==> config.mk <==
export PLATFORM = sky130hd
export DESIGN_NAME = cache_mem_arbiter_flat
export DESIGN_NICKNAME = d
export VERILOG_FILES = /design/src/rtl/cache_pkg.sv /design/src/rtl/cache_mem_arbiter_if.sv /design/src/rtl/rr_arbiter2.sv /design/src/rtl/cache_mem_arbiter.sv /design/src/flat_wrapper.sv
export SDC_FILE = /design/constraint.sdc
export NUM_CORES = 2
export LEC_CHECK = 0
export ABC_AREA = 0
export CAP_MARGIN = 40
export CORE_AREA = 5 5 482 484
export DETAILED_ROUTE_END_ITERATION = 12
export DIE_AREA = 0 0 487 489
export PLACE_DENSITY_LB_ADDON = 0.1
export SLEW_MARGIN = 10
export SYNTH_ARGS = -nofsm -noshare
export SYNTH_HDL_FRONTEND = slang
export SYNTH_SLANG_ARGS = --single-unit
==> constraint.sdc <==
create_clock -name clk -period 3.7 [get_ports clk]
set_input_delay 0.74 -clock clk [delete_from_list [all_inputs] [get_ports clk]]
set_output_delay 0.74 -clock clk [all_outputs]
set_load 0.02 [all_outputs]
==> src/rtl/cache_pkg.sv <==
`default_nettype none
// +----------------------------------------------------------------------+
// | cache_pkg                                                            |
// | Shared constants and types for the cache/main-memory arbiter slice.  |
// | Revision: 1.0                                                        |
// +----------------------------------------------------------------------+
package cache_pkg;

  localparam int LINE_ADDR_LEN_DEF = 3;
  localparam int WORD_BYTES        = 4;

  typedef logic [1:0] state_t;
  localparam state_t IDLE  = 2'd0;
  localparam state_t BURST = 2'd1;
  localparam state_t DONE  = 2'd2;

  typedef logic req_id_t;
  localparam req_id_t REQ_I = 1'b0;
  localparam req_id_t REQ_D = 1'b1;

endpackage
`default_nettype wire

==> src/rtl/cache_mem_arbiter_if.sv <==
`default_nettype none
// +----------------------------------------------------------------------+
// | cache_mem_arbiter_if                                                 |
// | Both cache line-request ports plus the word-serial memory port.      |
// | Revision: 1.0                                                        |
// +----------------------------------------------------------------------+
interface cache_mem_arbiter_if #(
  parameter int LINE_ADDR_LEN = cache_pkg::LINE_ADDR_LEN_DEF,
  parameter int ADDR_W        = 32
);
  localparam int LINE_WORDS = 1 << LINE_ADDR_LEN;

  logic                    i_req, i_we, i_done;
  logic [ADDR_W-1:0]       i_addr;
  logic [32*LINE_WORDS-1:0] i_wline, i_rline;
  logic                    d_req, d_we, d_done;
  logic [ADDR_W-1:0]       d_addr;
  logic [32*LINE_WORDS-1:0] d_wline, d_rline;
  logic                    mem_req, mem_we, mem_ready;
  logic [ADDR_W-1:0]       mem_addr;
  logic [31:0]             mem_wdata, mem_rdata;

  // Arbiter side.
  modport master (
    input  i_req, i_we, i_addr, i_wline, d_req, d_we, d_addr, d_wline,
           mem_rdata, mem_ready,
    output i_rline, i_done, d_rline, d_done,
           mem_req, mem_we, mem_addr, mem_wdata
  );

  // Cache and memory side.
  modport slave (
    output i_req, i_we, i_addr, i_wline, d_req, d_we, d_addr, d_wline,
           mem_rdata, mem_ready,
    input  i_rline, i_done, d_rline, d_done,
           mem_req, mem_we, mem_addr, mem_wdata
  );
endinterface
`default_nettype wire

==> src/rtl/rr_arbiter2.sv <==
`default_nettype none
// +----------------------------------------------------------------------+
// | rr_arbiter2                                                          |
// | Combinational two-way round-robin picker; last_grant kept by parent. |
// | Revision: 1.0                                                        |
// +----------------------------------------------------------------------+
module rr_arbiter2
  import cache_pkg::*;
(
  input  logic [1:0] req,
  input  req_id_t    last_grant,
  output logic       grant_valid,
  output req_id_t    grant_id
);
  always_comb begin
    grant_valid = |req;
    grant_id    = REQ_I;
    if (req[REQ_D] && req[REQ_I]) begin
      grant_id = ~last_grant;
    end else if (req[REQ_D]) begin
      grant_id = REQ_D;
    end
  end
endmodule
`default_nettype wire

==> src/rtl/cache_mem_arbiter.sv <==
`default_nettype none
// +----------------------------------------------------------------------+
// | cache_mem_arbiter                                                    |
// | Round-robin I/D line-burst sequencer onto one word-serial memory.    |
// | Revision: 1.0                                                        |
// +----------------------------------------------------------------------+
module cache_mem_arbiter
  import cache_pkg::*;
#(
  parameter int LINE_ADDR_LEN = cache_pkg::LINE_ADDR_LEN_DEF,
  parameter int ADDR_W        = 32
) (
  input  logic                clk,
  input  logic                rst_n,
  cache_mem_arbiter_if.master bus,
  output logic [31:0]         i_served_cnt,
  output logic [31:0]         d_served_cnt
);
  localparam int                       LINE_WORDS = 1 << LINE_ADDR_LEN;
  localparam int                       WORD_SH    = $clog2(WORD_BYTES);
  localparam int                       OFF_BITS   = LINE_ADDR_LEN + WORD_SH;
  localparam logic [ADDR_W-1:0]        LINE_MASK  = ~ADDR_W'((1 << OFF_BITS) - 1);
  localparam logic [LINE_ADDR_LEN-1:0] LAST_BEAT  = LINE_ADDR_LEN'(LINE_WORDS - 1);

  state_t                    r_state, w_state_next;
  req_id_t                   r_owner, r_last_grant, w_gnt_id;
  logic                      r_we, w_gnt_valid;
  logic [ADDR_W-1:0]         r_line_addr;
  logic [LINE_ADDR_LEN-1:0]  r_beat;
  logic [32*LINE_WORDS-1:0]  r_buf, r_i_rline, r_d_rline;
  logic [31:0]               r_i_served_cnt, r_d_served_cnt;
  logic                      w_last_beat;

  assign w_last_beat  = (r_beat == LAST_BEAT);
  assign i_served_cnt = r_i_served_cnt;
  assign d_served_cnt = r_d_served_cnt;

  rr_arbiter2 u_rr (
    .req         ({bus.d_req, bus.i_req}),
    .last_grant  (r_last_grant),
    .grant_valid (w_gnt_valid),
    .grant_id    (w_gnt_id)
  );

  always_ff @(posedge clk or negedge rst_n) begin
    if (!rst_n) r_state <= IDLE;
    else        r_state <= w_state_next;
  end

  always_comb begin
    w_state_next = r_state;
    case (r_state)
      IDLE:    if (w_gnt_valid) w_state_next = BURST;
      BURST:   if (bus.mem_ready && w_last_beat) w_state_next = DONE;
      DONE:    w_state_next = IDLE;
      default: w_state_next = IDLE;
    endcase
  end

  // Requester inputs are only sampled at the grant edge; the latched copy drives the burst.
  always_ff @(posedge clk or negedge rst_n) begin
    if (!rst_n) begin
      r_owner        <= REQ_I;
      r_last_grant   <= REQ_I;
      r_we           <= 1'b0;
      r_line_addr    <= '0;
      r_beat         <= '0;
      r_buf          <= '0;
      r_i_rline      <= '0;
      r_d_rline      <= '0;
      r_i_served_cnt <= '0;
      r_d_served_cnt <= '0;
    end else begin
      case (r_state)
        IDLE: if (w_gnt_valid) begin
          r_owner     <= w_gnt_id;
          r_we        <= (w_gnt_id == REQ_D) ? bus.d_we : bus.i_we;
          r_line_addr <= ((w_gnt_id == REQ_D) ? bus.d_addr : bus.i_addr) & LINE_MASK;
          r_buf       <= (w_gnt_id == REQ_D) ? bus.d_wline : bus.i_wline;
          r_beat      <= '0;
        end
        BURST: if (bus.mem_ready) begin
          if (!r_we) r_buf[{r_beat, 5'd0} +: 32] <= bus.mem_rdata;
          if (!w_last_beat) r_beat <= r_beat + 1'b1;
        end
        DONE: begin
          r_last_grant <= r_owner;
          if (r_owner == REQ_D) begin
            r_d_served_cnt <= r_d_served_cnt + 32'd1;
            r_d_rline      <= r_buf;
          end else begin
            r_i_served_cnt <= r_i_served_cnt + 32'd1;
            r_i_rline      <= r_buf;
          end
        end
        default: ;
      endcase
    end
  end

  // The owner's rline shows the live buffer during DONE and holds it afterwards.
  always_comb begin
    bus.mem_req   = 1'b0;
    bus.mem_we    = 1'b0;
    bus.mem_addr  = '0;
    bus.mem_wdata = '0;
    bus.i_done    = 1'b0;
    bus.d_done    = 1'b0;
    bus.i_rline   = r_i_rline;
    bus.d_rline   = r_d_rline;
    case (r_state)
      BURST: begin
        bus.mem_req   = 1'b1;
        bus.mem_we    = r_we;
        bus.mem_addr  = r_line_addr | (ADDR_W'(r_beat) << WORD_SH);
        bus.mem_wdata = r_buf[{r_beat, 5'd0} +: 32];
      end
      DONE: begin
        if (r_owner == REQ_D) begin
          bus.d_done  = 1'b1;
          bus.d_rline = r_buf;
        end else begin
          bus.i_done  = 1'b1;
          bus.i_rline = r_buf;
        end
      end
      default: ;
    endcase
  end
endmodule
`default_nettype wire

==> src/flat_wrapper.sv <==
// flat-port wrapper written by rule: the top's interface ports become plain ports
module cache_mem_arbiter_flat import cache_pkg::*;
#(
  parameter int LINE_ADDR_LEN = cache_pkg::LINE_ADDR_LEN_DEF,
  parameter int ADDR_W        = 32
)
  (clk, rst_n, i_served_cnt, d_served_cnt, bus_i_req, bus_i_we, bus_i_addr, bus_i_wline, bus_d_req, bus_d_we, bus_d_addr, bus_d_wline, bus_mem_rdata, bus_mem_ready, bus_i_rline, bus_i_done, bus_d_rline, bus_d_done, bus_mem_req, bus_mem_we, bus_mem_addr, bus_mem_wdata);
  cache_mem_arbiter_if #(.LINE_ADDR_LEN(LINE_ADDR_LEN), .ADDR_W(ADDR_W)) bus_i ();
  input  logic clk;
  input  logic rst_n;
  output logic [31:0] i_served_cnt;
  output logic [31:0] d_served_cnt;
  input wire logic [$bits(bus_i.i_req)-1:0] bus_i_req;
  input wire logic [$bits(bus_i.i_we)-1:0] bus_i_we;
  input wire logic [$bits(bus_i.i_addr)-1:0] bus_i_addr;
  input wire logic [$bits(bus_i.i_wline)-1:0] bus_i_wline;
  input wire logic [$bits(bus_i.d_req)-1:0] bus_d_req;
  input wire logic [$bits(bus_i.d_we)-1:0] bus_d_we;
  input wire logic [$bits(bus_i.d_addr)-1:0] bus_d_addr;
  input wire logic [$bits(bus_i.d_wline)-1:0] bus_d_wline;
  input wire logic [$bits(bus_i.mem_rdata)-1:0] bus_mem_rdata;
  input wire logic [$bits(bus_i.mem_ready)-1:0] bus_mem_ready;
  output wire logic [$bits(bus_i.i_rline)-1:0] bus_i_rline;
  output wire logic [$bits(bus_i.i_done)-1:0] bus_i_done;
  output wire logic [$bits(bus_i.d_rline)-1:0] bus_d_rline;
  output wire logic [$bits(bus_i.d_done)-1:0] bus_d_done;
  output wire logic [$bits(bus_i.mem_req)-1:0] bus_mem_req;
  output wire logic [$bits(bus_i.mem_we)-1:0] bus_mem_we;
  output wire logic [$bits(bus_i.mem_addr)-1:0] bus_mem_addr;
  output wire logic [$bits(bus_i.mem_wdata)-1:0] bus_mem_wdata;
  assign bus_i.i_req = bus_i_req;
  assign bus_i.i_we = bus_i_we;
  assign bus_i.i_addr = bus_i_addr;
  assign bus_i.i_wline = bus_i_wline;
  assign bus_i.d_req = bus_d_req;
  assign bus_i.d_we = bus_d_we;
  assign bus_i.d_addr = bus_d_addr;
  assign bus_i.d_wline = bus_d_wline;
  assign bus_i.mem_rdata = bus_mem_rdata;
  assign bus_i.mem_ready = bus_mem_ready;
  assign bus_i_rline = bus_i.i_rline;
  assign bus_i_done = bus_i.i_done;
  assign bus_d_rline = bus_i.d_rline;
  assign bus_d_done = bus_i.d_done;
  assign bus_mem_req = bus_i.mem_req;
  assign bus_mem_we = bus_i.mem_we;
  assign bus_mem_addr = bus_i.mem_addr;
  assign bus_mem_wdata = bus_i.mem_wdata;
  cache_mem_arbiter #(.LINE_ADDR_LEN(LINE_ADDR_LEN), .ADDR_W(ADDR_W)) u_core (.clk(clk), .rst_n(rst_n), .bus(bus_i), .i_served_cnt(i_served_cnt), .d_served_cnt(d_served_cnt));
endmodule
### Word level (Yosys, flattened, before mapping)

Cells that the tools add are included.

* output and inout port bits: 644
* input bits: 615
* word-level logic and storage cells: 69
* bits in registers: 867

* reduce and logical (&&, ||, !) cells: 11
* bitwise logic cells: 3
* shift-type cells: 3
* add/subtract/negate cells: 4
* mux-type cells: 29
* equality and inequality tests: 8

Operators by type and width (number)
* two-way mux 256 bit: 8
* one-hot mux 256 bit (2 select lines): 1
* bitwise mux 256 bit: 1
* variable shift 32 x 10 -> 256 bit, first input constant: 1
* variable part select 256 x 9 -> 32 bit: 1
* variable part select 32 x 10 -> 256 bit: 1
* two-way mux 32 bit: 3
* adder 32 x 1 -> 32 bit, second input constant: 2
* bitwise OR 32 x 5 -> 32 bit: 1
* negation 8 -> 10 bit: 1
* two-way mux 1 bit: 9
* two-way mux 3 bit: 3
* != test 2 bit, second input constant: 4
* AND reduction 2 bit: 4
* AND reduction 4 bit: 2
* one-hot mux 3 bit (2 select lines): 1
* two-way mux 2 bit: 2
* one-hot mux 2 bit (2 select lines): 1
* adder 3 x 1 -> 3 bit, second input constant: 1
* == test 3 bit, second input constant: 1
* == test 2 x 1 -> 1 bit, second input constant: 1
* == test 2 bit, second input constant: 1
* logical AND 1 bit: 2
* logical NOT 2 bit: 1
* 4 further kinds: 5

### Longest topological paths before layout

* word-level depth: 6
* gate-level depth with buffers: 13
* mapped depth without buffers: 7

### Modules after synthesis

From an unflattened synthesis, not the netlist that was laid out.

* cells, all modules: 3994
* area, all modules: 39919.5 µm²

By module, submodules not included
* cache_mem_arbiter: cells each 3992, seq. area each 21695.8 µm², instances 1, area an instance 39905.8 µm²
* rr_arbiter2: cells each 2, seq. area each 0.0 µm², instances 1, area an instance 13.8 µm²

### Least setup slack after synthesis

No wires, ideal clock.

* path kind: register to register
* from: reg u_core.r_beat[0]
* to: reg u_core.r_buf[229]
* library setup time: 0.125 ns
* period minus slack after synthesis: 3.449 ns
* setup slack: 0.251 ns
* required time: 3.575 ns
* arrival: 3.324 ns
* stages on the path, launching flop included: 13
* path buffers: 6
* cells stage by stage: dfrtp_1 -> buf_2 -> buf_2 -> buf_2 -> inv_1 -> ha_1 -> ha_1 -> buf_2 -> or4b_1 -> buf_2 -> a221oi_4 -> buf_6 -> mux2_2

* longest elaborated chain between the ends: 6
* elaborated cells on any way between the ends: 7
* classes of those cells: 1 x add/sub; 2 x shift; 4 x mux

Ends and longest elaborated chain
* from (decl): line cache_mem_arbiter.sv:29 `logic [LINE_ADDR_LEN-1:0] r_beat;`
* from (signal assigned): line cache_mem_arbiter.sv:84 `if (!w_last_beat) r_beat <= r_beat + 1'b1;`
* negation 8 -> 10 bit *: line cache_mem_arbiter.sv:83 `if (!r_we) r_buf[{r_beat, 5'd0} +: 32] <= bus.mem_rdata;`
* variable part select 32 x 10 -> 256 bit or variable shift 32 x 10 -> 256 bit (tied branches): line cache_mem_arbiter.sv:83
* bitwise mux 256 bit *: line cache_mem_arbiter.sv:83
* two-way mux 256 bit *: line cache_mem_arbiter.sv:83
* two-way mux 256 bit *: line cache_mem_arbiter.sv:82 `BURST: if (bus.mem_ready) begin`
* one-hot mux 256 bit (2 select lines) *: line cache_mem_arbiter.sv:74 `case (r_state)`
* to (signal assigned): line cache_mem_arbiter.sv:79 `r_buf <= (w_gnt_id == REQ_D) ? bus.d_wline : bus.i_wline;`
* to (signal, indexed assignment): line cache_mem_arbiter.sv:83
* to (decl): line cache_mem_arbiter.sv:30 `logic [32*LINE_WORDS-1:0] r_buf, r_i_rline, r_d_rline;`

Every way passes the cells marked *; elsewhere a longest branch is shown, timed or not. The select of a mux whose other input is x is not followed.
A chain may end at the register's enable or synchronous reset.

### Worst setup path in the final report

* from: reg u_core.r_state[0]
* to: out bus_i_rline[109]

* longest elaborated chain between the ends: 2

Ends and longest elaborated chain
* from (decl): line cache_mem_arbiter.sv:25 `state_t r_state, w_state_next;`
* from (signal assigned): line cache_mem_arbiter.sv:47 `else r_state <= w_state_next;`
* == test 2 bit: line cache_mem_arbiter.sv:111 `case (r_state)`
* two-way mux 256 bit: line cache_mem_arbiter.sv:111
* to (decl): line flat_wrapper.sv:23 `output wire logic [$bits(bus_i.i_rline)-1:0] bus_i_rline;`

Every way passes these cells.

==> impl_results.md <==
* Port Buf Inserts at 1246
* Post-route cell area at 62300 um^2
* Most used cell, CP: buf_16
* Inserted Clock Buffers at 112
* Worst path cell trace: nand2b_4 > nor2_4 > buf_12 > buf_16 > buf_16 > buf_6 > mux2_2 > dlygate4sd2_1
* Number of global-route vias before repair at 36100
* Worst path slowest cell: dfrtp_2
* Final WS setup at 0.132 ns
* CTS Sinks at 867
* Clock network power share at 0.294
* Setup WS pre-CTS at 0.193 ns
* Top-area cell type share of the netlist area at 0.541
* NetSw at 15.6 mW
* Iter 0 DRT Violations at 1730
* Crit start category: flop
* Total grt overflow at 0
* Async SR Flop Fraction at 1.00
* Fmax at 0.280 GHz
* Post-route ant nets at 0
* Worst hold-check path type: in -> async
* Ports at between 1000 and 1500
* Leading area contributor after synthesis: dfrtp_1
* Crit path kind: reg -> out
* Avg Cell Area, Syn at between 10 and 15 um^2
* Vias/cell at 4.23
* P&R area growth vs syn at 55.2%
* Top fanout value on the critical path at 10
* Crit path arrival time at about 2.8 ns
* Core Area at 227000 um^2
* Slew margin rel. at 0.433
* First-pass GRT wire length at 341 mm
* RSZ-0062 raised after global routing: false
* Post-detail-place hpwl at roughly 200 mm
* Via count at 33700
* Post-Syn Area at 40100 um^2
* Routed wire length at ~260 mm
* Layout cells sized above 1 at 0.250
* Leak pwr at around 30 nW
* Cells after synthesis at 3518
* Drc violations at 0
* Status: completed
* GP Congestion at 0.841
* Worst slew pin tran at 0.844 ns
* Gr usage total at 0.210
* Worst VDD drop at approximately 0.4 mV
* Starting Density at 0.177
* Pint at 24.2 mW
* Period utilization at 0.964
* EDFF count, synth at 0
* Num rows at 175
* CP peak stage delay at approximately 0.40 ns
* Clock Pin Slew Worst Setup and Hold Paths at 0.06 ns
* Register share of total power at 0.335
* Number of nets in the layout at 5477
* Final setup fails at 0
* Synth warnings at 0
* # H-tree levels at 3
* Die height at 489 um
* Largest net degree at the start of global routing at 74
* Register area share after synthesis at 0.541
* Final Skew at 0.0275 ns
* Yosys cell types at 52
* Slew Limit Fails at 0
* Seq cells post-synth at 867
* Drt pass-1 iters at 5
* Pwr Density at 639 nW/um^2
* Avg WL per Cell at 32.5 um
* Initial antenna violation count at 46
* Placement Cell Area at 57900 um^2
* Comb power frac at 0.371
* Clock buffer depth at 3
* Switch share at 0.392
* Synth Flop Type: dfrtp_1
* Hold Vio Cnt, Final at 0
* Fin Hold WS at between 0.4 and 0.5 ns
* CTS tree: done
* Die ar. at 238000 um^2
* WP data required at 2.96 ns
* Top post-synthesis cells by area: dfrtp_1 54%, mux2_2 14%, nand2_1 8.6%
* Clock latency on the worst-skew pair at around 0.76 ns
* Crit. End Element: primary output
* Max_cap viols at 0
* Root buf cell: clkbuf_16
* Final core occ at 0.274
* Period minus WS final at between 3 and 4 ns
* Die W at 487 um
## flip-flops by register name, summed over array words and instances (netlist names)
signal and cells:
u_core.r_buf 256, u_core.r_d_rline 256, u_core.r_i_rline 256, u_core.d_served_cnt 32, u_core.i_served_cnt 32, u_core.r_line_addr 27
u_core.r_beat 3, u_core.r_state 2, u_core.r_last_grant 1, u_core.r_owner 1, u_core.r_we 1
## power by group through the flow
stage / Clock [mW] / Combinational, mW / Sequential [mW]
2_1_floorplan: 0 / 7.10 / 12.3
3_3_place_gp: 0 / 15.4 / 13.5
3_5_place_dp: 0 / 15.5 / 13.5
4_1_cts: 12.1 / 15.4 / 13.4
5_1_grt: 12.4 / 15.7 / 13.5
6_report: 11.7 / 14.8 / 13.3
## logic make-up after synthesis
| group | Yosys count | synth area share |
|---|---|---|
| buffers and inverters | 261 | 0.0290 |
| AOI/OAI and AO/OA | 382 | 0.0606 |
| other | 1 | 0.0000935 |
| DFF | 867 | 0.541 |
| muxes | 817 | 0.240 |
| adders and majority gates | 7 | 0.00218 |
| and+or+nand+nor | 1121 | 0.114 |
| xor gates and xnor gates | 62 | 0.0135 |
## cell type report
| type | instances | area (um^2) |
|---|---|---|
| fillers | 24100 | 165000 |
| diodes | 7 | 17.5 |
| well taps | 3009 | 3760 |
| repair buffers | 1472 | 15300 |
| clock inverters | 35 | 467 |
| flip-flops and latches | 867 | 21700 |
| inverters | 11 | 70.1 |
| clock buffers | 172 | 3430 |
| multi-input cells | 2391 | 17500 |
## through the flow
| stage | instances | total power [mW] | TNS [ns] |
|---|---|---|---|
| floorplan | 3519 | 19.4 | 0 |
| global placement | 7718 | 28.9 | -0.0295 |
| detailed placement | 7720 | 29.0 | 0 |
| CTS | 7957 | 40.8 | -0.262 |
| global route | 7960 | 41.6 | 0 |
| finish | 7964 | 39.8 | 0 |
## timing repair
action                                  4_1_cts  5_1_grt
endpoints found under the setup margin      420       27
hold buffers                                  1        0
pin swaps                                     2        0
endpoints found under the hold margin        34        0
cloned                                        9        0
resized for setup                           585       29
buffers inserted                             20        0
## path summary, 6_finish.rpt
| check | startpoint | endpoint | slack (ns) | cells after the start |
|---|---|---|---|---|
| max in group asynchronous | rst_n | u_core.r_i_rline[8] | 2.00 | 4 |
| setup / recovery | u_core.r_state[0] | bus_i_rline[109] | 0.13 | 8 |
| hold reg to reg | u_core.r_d_rline[133] | u_core.r_d_rline[133] | 0.46 | 2 |
| min in group clk | u_core.r_d_rline[133] | u_core.r_d_rline[133] | 0.46 | 2 |
| hold / removal | rst_n | u_core.r_d_rline[135] | 0.45 | 2 |
| setup reg to reg | u_core.r_beat[0] | u_core.r_buf[237] | 0.51 | 7 |
## routing by layer
| layer | GRT usage | vias to the layer above | wire length (um) |
|---|---|---|---|
| li1 | - | 15000 | - |
| met1 | 0.246 | 17200 | 103000 |
| met2 | 0.384 | 1129 | 134000 |
| met3 | 0.0609 | 218 | 17500 |
| met4 | 0.0369 | 28 | 4580 |
| met5 | 0 | - | 177 |
## synthesized netlist by cell type (4+ instances only)
library cell / instances
nand3_1: 28
buf_4: 14
mux2_2: 505
nand2_1: 923
buf_1: 14
xor2_1: 25
nand2b_1: 4
and3_1: 11
a22oi_1: 44
nor2_1: 59
mux2_1: 8
and4_1: 9
ha_1: 7
buf_2: 92
clkbuf_1: 128
o2bb2ai_1: 21
nor3_1: 10
inv_1: 9
mux2i_1: 240
a21oi_1: 80
nor4_1: 13
o21ai_0: 30
o22ai_1: 191
a22o_1: 5
xnor2_1: 37
dfrtp_1: 867
mux4_2: 64
nand4_1: 17
and2_1: 31
## layout by cell type (no fill, tap or decap), types with 13 or more instances in the layout
cell type and instances:
clkdlybuf4s50_1 692, xnor2_1 37, buf_12 105, mux2_2 504
nand3_1 26, and2_1 31, clkdlybuf4s15_1 23, clkinv_2 17
nand2_1 912, a21oi_1 73, nor2_1 58, mux2i_1 240
a22oi_1 44, clkdlybuf4s15_2 43, dfrtp_1 863, dlygate4sd2_1 308
xor2_1 25, clkbuf_1 22, nand4_1 17, clkbuf_16 114
dlymetal6s2s_1 17, clkbuf_8 36, o2bb2ai_1 21, mux4_2 64
buf_4 237, nor4_1 13, o21ai_0 29, buf_16 14
o22ai_1 191
## worst max-delay path: cells and delay by family, from the launching register on
family                 cells  cell delay, ns
flip-flops                 1            0.40
multiplexers               1            0.36
buffers and inverters      5            0.99
AND/OR/NAND/NOR            2            0.28
No activity file was read; power rests on OpenSTA's default activity.
